File: src/rtl/goldschmidt_ctrl_if.sv
// Control bundle between the Goldschmidt sequencer and its user: the request side
// drives start/abort/iters, and the sequencer returns the datapath selects and status.
interface goldschmidt_ctrl_if #(
   parameter int ITER_W = 3
);
   logic              start;
   logic              abort;
   logic [ITER_W-1:0] iters;
   logic              kSelect;
   logic [1:0]        ndSelect;
   logic              nEnable;
   logic              dEnable;
   logic              busy;
   logic              done;

   modport master (
      output start, abort, iters,
      input  kSelect, ndSelect, nEnable, dEnable, busy, done
   );

   modport slave (
      input  start, abort, iters,
      output kSelect, ndSelect, nEnable, dEnable, busy, done
   );
endinterface

File: src/rtl/goldschmidt_ctrl.sv
// Moore sequencer for a Goldschmidt divider: one initial N/D scaling by IA, then
// `iters` refinement steps, each loading N before D because K is derived from D.
module goldschmidt_ctrl #(
   parameter int ITER_W = 3
) (
   input  logic              clk,
   input  logic              reset,
   goldschmidt_ctrl_if.slave ctrl
);
   typedef enum logic [2:0] {
      IDLE = 3'd0,
      N0   = 3'd1,
      D0   = 3'd2,
      NI   = 3'd3,
      DI   = 3'd4,
      DONE = 3'd5
   } state_t;

   localparam logic [ITER_W-1:0] CNT_ONE = ITER_W'(1);

   state_t            state_reg;
   state_t            state_next;
   logic [ITER_W-1:0] cnt_reg;
   logic [ITER_W-1:0] cnt_next;

   logic       k_sel;
   logic [1:0] nd_sel;
   logic       n_en;
   logic       d_en;
   logic       busy_int;
   logic       done_int;

   always_ff @(posedge clk) begin
      if (!reset) begin
         state_reg <= IDLE;
         cnt_reg   <= '0;
      end else begin
         state_reg <= state_next;
         cnt_reg   <= cnt_next;
      end
   end

   always_comb begin
      state_next = state_reg;
      cnt_next   = cnt_reg;
      case (state_reg)
         IDLE: begin
            if (ctrl.start) begin
               state_next = N0;
               cnt_next   = ctrl.iters;
            end
         end
         N0:   state_next = D0;
         D0:   state_next = (cnt_reg == '0) ? DONE : NI;
         NI:   state_next = DI;
         DI: begin
            // cnt is the number of refinement steps still owed, including this one
            cnt_next   = cnt_reg - CNT_ONE;
            state_next = (cnt_reg == CNT_ONE) ? DONE : NI;
         end
         DONE:    state_next = IDLE;
         default: state_next = IDLE;
      endcase

      if (ctrl.abort && busy_int) begin
         state_next = IDLE;
         cnt_next   = '0;
      end
   end

   always_comb begin
      k_sel    = 1'b0;
      nd_sel   = 2'b00;
      n_en     = 1'b0;
      d_en     = 1'b0;
      busy_int = 1'b0;
      done_int = 1'b0;
      case (state_reg)
         N0: begin
            nd_sel   = 2'b01;
            n_en     = 1'b1;
            busy_int = 1'b1;
         end
         D0: begin
            nd_sel   = 2'b00;
            d_en     = 1'b1;
            busy_int = 1'b1;
         end
         NI: begin
            k_sel    = 1'b1;
            nd_sel   = 2'b11;
            n_en     = 1'b1;
            busy_int = 1'b1;
         end
         DI: begin
            k_sel    = 1'b1;
            nd_sel   = 2'b10;
            d_en     = 1'b1;
            busy_int = 1'b1;
         end
         DONE:    done_int = 1'b1;
         default: ;
      endcase
   end

   assign ctrl.kSelect  = k_sel;
   assign ctrl.ndSelect = nd_sel;
   assign ctrl.nEnable  = n_en;
   assign ctrl.dEnable  = d_en;
   assign ctrl.busy     = busy_int;
   assign ctrl.done     = done_int;
endmodule

File: src/flat_wrapper.sv
// flat-port wrapper written by rule: the top's interface ports become plain ports
module goldschmidt_ctrl_flat 
#(
   parameter int ITER_W = 3
)
  (clk, reset, ctrl_start, ctrl_abort, ctrl_iters, ctrl_kSelect, ctrl_ndSelect, ctrl_nEnable, ctrl_dEnable, ctrl_busy, ctrl_done);
  goldschmidt_ctrl_if #(.ITER_W(ITER_W)) ctrl_i ();
  input  logic clk;
  input  logic reset;
  input wire logic [$bits(ctrl_i.start)-1:0] ctrl_start;
  input wire logic [$bits(ctrl_i.abort)-1:0] ctrl_abort;
  input wire logic [$bits(ctrl_i.iters)-1:0] ctrl_iters;
  output wire logic [$bits(ctrl_i.kSelect)-1:0] ctrl_kSelect;
  output wire logic [$bits(ctrl_i.ndSelect)-1:0] ctrl_ndSelect;
  output wire logic [$bits(ctrl_i.nEnable)-1:0] ctrl_nEnable;
  output wire logic [$bits(ctrl_i.dEnable)-1:0] ctrl_dEnable;
  output wire logic [$bits(ctrl_i.busy)-1:0] ctrl_busy;
  output wire logic [$bits(ctrl_i.done)-1:0] ctrl_done;
  assign ctrl_i.start = ctrl_start;
  assign ctrl_i.abort = ctrl_abort;
  assign ctrl_i.iters = ctrl_iters;
  assign ctrl_kSelect = ctrl_i.kSelect;
  assign ctrl_ndSelect = ctrl_i.ndSelect;
  assign ctrl_nEnable = ctrl_i.nEnable;
  assign ctrl_dEnable = ctrl_i.dEnable;
  assign ctrl_busy = ctrl_i.busy;
  assign ctrl_done = ctrl_i.done;
  goldschmidt_ctrl #(.ITER_W(ITER_W)) u_core (.clk(clk), .reset(reset), .ctrl(ctrl_i));
endmodule
File: config.mk
export PLATFORM = sky130hd
export DESIGN_NAME = goldschmidt_ctrl_flat
export DESIGN_NICKNAME = d
export VERILOG_FILES = /design/src/rtl/goldschmidt_ctrl_if.sv /design/src/rtl/goldschmidt_ctrl.sv /design/src/flat_wrapper.sv
export SDC_FILE = /design/constraint.sdc
export NUM_CORES = 1
export LEC_CHECK = 0
export CAP_MARGIN = 20
export CORE_AREA = 4 4 41 43
export DETAILED_ROUTE_END_ITERATION = 10
export DIE_AREA = 0 0 45 47
export MAX_ROUTING_LAYER = met4
export SYNTH_ARGS = -nofsm -noshare
export SYNTH_HDL_FRONTEND = slang
export SYNTH_SLANG_ARGS = --single-unit
File: constraint.sdc
create_clock -name clk -period 1.55 [get_ports clk]
set_clock_uncertainty 0.05 [all_clocks]
set_input_delay 0.155 -clock clk [delete_from_list [all_inputs] [get_ports clk]]
set_output_delay 0.155 -clock clk [all_outputs]
set_load 0.02 [all_outputs]
==> flow_summary.json, run 1 <==
{
  "outcome": "finished, final reports clean",
  "rsz0062_at_grt": "false",
  "cts-root-buf": "clkbuf_4",
  "wirelength_um": 1050,
  "slew_violations": 0,
  "die_w_um": 45,
  "grt_pass1_vias": 442,
  "fmax_mhz": 685,
  "timing_worst_setup_path_type": "reg2out",
  "slew_headroom_pct": 78.3,
  "grt_max_degree": 9,
  "synthXorXnorAreaFrac_pct": 3.31,
  "vdd_drop_max_v": 0.000371,
  "multi_input_area_sq_um": 330,
  "seq_area_sq_um": 124,
  "clkLatencyLatePin_ns": 0.24,
  "startpoint": "u_core.state_reg[0]",
  "worst_ep_required_time_ns": 1.34,
  "worstMarginPinSlew_ns": 0.323,
  "coreArea_sq_mm": 0.00130,
  "yosysWarningCount": 0,
  "reg2reg_slack_ns": 0.14,
  "post-route-util_pct": 53.8,
  "ys_types": 31,
  "num_rows": 13,
  "ys_seq_area_share_pct": 24.4,
  "timing_hold_violations_final": 0,
  "power_density_mw_per_mm2": 879,
  "synth_top_cell_area_share_pct": 24.4,
  "reg2reg_depth": 4,
  "cts_hold_buffers": 0,
  "gp_congestion": 0.651,
  "syn_area_per_cell_sq_um": 8.78,
  "syn_to_final_growth_pct": 42.5,
  "synth-edff-count": 0,
  "drcViolationCount": 0,
  "portBuffers": 13,
  "synth_top_family_by_area": "compound AO/OA/AOI/OAI gates",
  "period_share_pct": 94.2,
  "grt_usage_pct": 12.0,
  "synth_nets": 66,
  "wl_per_cell_um": 11.4,
  "diodes": 0,
  "hold_class": "in2reg",
  "worst_ep_arrival_time_ns": 1.26,
  "routed_via_density": 5.12,
  "setup.worst_path.end": "ctrl_busy",
  "drt_iter0_drc": 10,
  "grt_pass1_wl_um": 1770,
  "muxShareOfSynthArea_pct": 0,
  "cts_setup_buffers": 0,
  "maxCapViolations": 0,
  "post-dp-hpwl_um": 874,
  "r2r_start": "u_core.state_reg[0]",
  "cts_tree": "yes",
  "cp_max_fo": 7,
  "synth.top_cells.by_area": "dfxtp_1 24%, ha_1 7.6%, a2111oi_4 5.6%",
  "syn_area_sq_um": 492,
  "layout_min_cycle_time_ns": 1.46,
  "via_count": 471,
  "place_area_sq_um": 682,
  "synth_compound_area_share_pct": 29.0,
  "drive_gt1_share_pct": 29.9,
  "cts_sinks": 6,
  "synth_largest_area_cell": "dfxtp_1",
  "synthFlopType": "dfxtp_1",
  "synth-seq-cells": 6,
  "cts_max_level": 1,
  "synth-simple-area-share_pct": 27.2,
  "die_y_um": 47,
  "drtAntennaViolNets": 0,
  "final_cells": 92,
  "antenna_found_initial": 0,
  "start_kind": "register",
  "cts_max_path_buffers": 2,
  "reg2reg_to": "u_core.state_reg[0]",
  "setup_viol": 0,
  "yosys-top-cells-count": "6 x dfxtp_1, 4 x o21ai_0",
  "dieArea_sq_mm": 0.00212,
  "overflow": 0,
  "start_util_pct": 37.8,
  "fillers": 135,
  "clk_transition_reported_paths_ns": 0.05,
  "crit_path_end_kind": "primary output",
  "synthAdderAreaFrac_pct": 7.63,
  "drtPass1Iterations": 4,
  "synth_most_common_cell": "dfxtp_1",
  "io_pins": 14,
  "p_leak_nw": 0.304,
  "syn_inst": 56,
  "fin_tns_setup_ns": 0,
  "ys_async_sr_fraction_pct": 0,
  "nNetsFinal": 89,
  "dpl.cell_count": 89,
  "cts_buffers": 3,
  "final_area_sq_um": 701
}
-- critical path, stage by stage, from the launching register on --
cell             delay, ns
dfxtp_2               0.39
nor2b_2               0.16
o21bai_2              0.13
clkdlybuf4s15_1       0.33
-- layout by cell type, fill, tap and decap left out, types with 4 or more instances in the layout --
master and instances:
buf_4 10, clkdlybuf4s50_1 6, dlygate4sd2_1 6, o21ai_0 4
-- final cells by class --
| type | instances | share of cell area, % |
|---|---|---|
| Timing Repair Buffer | 23 | 28.2 |
| Inverter | 2 | 1.07 |
| Tap cell | 15 | 2.68 |
| Multi-Input combinational cell | 43 | 47.1 |
| Sequential cell | 6 | 17.7 |
| Clock buffer | 3 | 3.21 |
-- cell families after synthesis --
group                    after synthesis
AO/OA/AOI/OAI                         17
XOR/XNOR                               1
adder cells (fa/ha/maj)                3
AND/OR/NAND/NOR                       22
flip-flops                             6
buffers and inverters                  7
-- power by group --
group / internal (W) / leakage (nW) / switching, W / total [W]
Sequential: 0.000174 / 0.0504 / 0.0000248 / 0.000199
Combinational: 0.000141 / 0.240 / 0.000129 / 0.000270
Clock: 0.0000878 / 0.0138 / 0.0000593 / 0.000147
-- metrics by stage --
step,hold slack [ns],power [W],worst slack (ns)
2_1_floorplan,0.270,0.000370,0.0803
3_3_place_gp,0.442,0.000484,-0.00492
3_5_place_dp,0.443,0.000487,-0.0513
4_1_cts,0.447,0.000625,0.0473
5_1_grt,0.474,0.000663,0.0166
6_report,0.446,0.000616,0.0897
-- worst min path at each step --
stage	from	end	slack, ns	depth (start not counted)
after floorplan	ctrl_iters[2]	u_core.cnt_reg[2]	0.27	2
after global placement	u_core.cnt_reg[2]	u_core.cnt_reg[2]	0.44	2
after detailed placement	u_core.cnt_reg[2]	u_core.cnt_reg[2]	0.44	2
after CTS	ctrl_iters[2]	u_core.cnt_reg[2]	0.45	3
after global routing	ctrl_iters[2]	u_core.cnt_reg[2]	0.47	3
final	ctrl_iters[2]	u_core.cnt_reg[2]	0.45	3
-- routing by layer --
metal,wire length [um],track usage (%)
met5,0,-
met1,487,14.2
met4,20,7.02
met2,492,18.1
met3,47,3.45
-- timing repair --
item / CTS / global route
pin swaps: 0 / 0
setup endpoints to repair: 7 / 1
hold endpoints to repair: 0 / 0
resized for setup: 10 / 1
Note: power is estimated with default switching activity, not from simulation.
==> run 2: changes to the inputs <==
Settings changed: CORE_AREA 4 4 41 43 to 2 2 39 41, DIE_AREA 0 0 45 47 to 0 0 41 43.
==> run 2 against run 1 <==
Against the previous run:
- core utilization down 3.7 points
- routed wire length down 5.5%
- fmax down 0.87%
- critical path type unchanged
- worst setup slack worse by 0.013 ns
- clock-buffer cell count unchanged
- largest cell class unchanged
- sequential share of layout area up 0.16 points
- hold slack worse by 0.0023 ns
- global-route usage up 1.5 points
- critical endpoint is now ctrl_ndSelect[1]
==> flow_summary.json, run 2 (same netlist as run 1, synthesis figures left out) <==
{
  "overflow": 0,
  "grt_max_degree": 13,
  "slew_violations": 0,
  "rsz0062_at_grt": "false",
  "setup.worst_path.end": "ctrl_ndSelect[1]",
  "slew_headroom_pct": 78.0,
  "drive_gt1_share_pct": 28.9,
  "r2r_start": "u_core.state_reg[0]",
  "cts_max_level": 1,
  "worst_ep_required_time_ns": 1.34,
  "cp_max_fo": 12,
  "start_kind": "register",
  "grt_usage_pct": 13.5,
  "post-dp-hpwl_um": 802,
  "cts-root-buf": "clkbuf_4",
  "drcViolationCount": 0,
  "cts_max_path_buffers": 2,
  "dieArea_sq_mm": 0.00176,
  "syn_to_final_growth_pct": 41.2,
  "startpoint": "u_core.state_reg[2]",
  "post-route-util_pct": 50.2,
  "portBuffers": 13,
  "cts_sinks": 6,
  "outcome": "finished, final reports clean",
  "antenna_found_initial": 0,
  "grt_pass1_vias": 379,
  "place_area_sq_um": 676,
  "vdd_drop_max_v": 0.000416,
  "final_area_sq_um": 694,
  "reg2reg_depth": 4,
  "clk_transition_reported_paths_ns": 0.05,
  "via_count": 455,
  "coreArea_sq_mm": 0.00138,
  "routed_via_density": 4.95,
  "power_density_mw_per_mm2": 878,
  "die_y_um": 43,
  "setup_viol": 0,
  "reg2reg_to": "u_core.state_reg[0]",
  "worstMarginPinSlew_ns": 0.328,
  "drtPass1Iterations": 4,
  "gp_congestion": 0.692,
  "layout_min_cycle_time_ns": 1.47,
  "diodes": 0,
  "mostFrequentLayoutCells": "9 x buf_4, 6 x clkdlybuf4s50_1, 6 x dlygate4sd2_1",
  "cts_buffers": 3,
  "wl_per_cell_um": 10.8,
  "grt_pass1_wl_um": 1630,
  "start_util_pct": 35.5,
  "drtAntennaViolNets": 0,
  "maxCapViolations": 0,
  "fillers": 146,
  "nNetsFinal": 88,
  "timing_hold_violations_final": 0,
  "crit_path_end_kind": "primary output",
  "drt_iter0_drc": 8,
  "p_leak_nw": 0.299,
  "cts_tree": "yes",
  "wirelength_um": 989,
  "die_w_um": 41,
  "final_common_cell": "buf_4",
  "hold_class": "in2reg",
  "reg2reg_slack_ns": 0.14,
  "period_share_pct": 95.0,
  "io_pins": 14,
  "fin_tns_setup_ns": 0,
  "clkLatencyLatePin_ns": 0.24,
  "worst_ep_arrival_time_ns": 1.27,
  "timing_worst_setup_path_type": "reg2out",
  "num_rows": 14,
  "fmax_mhz": 679
}
==> run 2: stage by stage <==
stage                     hold WS, ns  instances  total power [W]  worst slack [ns]
after floorplan                 0.270         56         0.000370            0.0803
after global placement          0.450         89         0.000481           -0.0457
after detailed placement        0.453         89         0.000484           -0.0900
after CTS                       0.445         92         0.000617            0.0563
after global routing            0.473         92         0.000657           0.00625
final                           0.444         92         0.000610            0.0768
==> run 2: worst min path at each step <==
stage	slack, ns	cells after the start	startpoint	end
6_report	0.44	3	ctrl_iters[2]	u_core.cnt_reg[2]
5_1_grt	0.47	3	ctrl_iters[2]	u_core.cnt_reg[2]
4_1_cts	0.45	3	ctrl_iters[2]	u_core.cnt_reg[2]
3_5_place_dp	0.45	2	u_core.cnt_reg[2]	u_core.cnt_reg[2]
3_3_place_gp	0.45	2	u_core.cnt_reg[2]	u_core.cnt_reg[2]
2_1_floorplan	0.27	2	ctrl_iters[2]	u_core.cnt_reg[2]
==> run 2: power by group <==
part,total (W),switching [W],internal [W]
Combinational,0.000266,0.000128,0.000138
Clock,0.000144,0.0000564,0.0000876
Sequential,0.000200,0.0000254,0.000174
==> run 2: area by class of cell <==
type	instances	area, sq um	share of cell area (%)
well taps	16	20.0	2.88
multi-input cells	43	330	47.6
clock buffers	3	22.5	3.24
repair buffers	22	190	27.4
inverters	2	7.51	1.08
flip-flops and latches	6	124	17.8
==> run 2: critical path: stages, from the launching register on <==
cell           delay, ns
dfxtp_2             0.36
buf_4               0.18
o21ai_0             0.14
dlygate4sd2_1       0.34
==> run 2: routing by layer <==
metal / wire length (um) / track usage (%)
met4: 0 / 2.00
met5: 0 / -
met3: 35 / 4.71
met2: 465 / 19.1
met1: 488 / 18.8
==> run 2: what timing repair did <==
| action | in CTS | in global routing |
|---|---|---|
| resized for setup | 10 | 1 |
| hold buffers | 0 | 0 |
| endpoints found under the hold margin | 0 | 0 |
| endpoints found under the setup margin | 7 | 1 |
| pin swaps | 0 | 0 |
| buffers inserted | 0 | 0 |
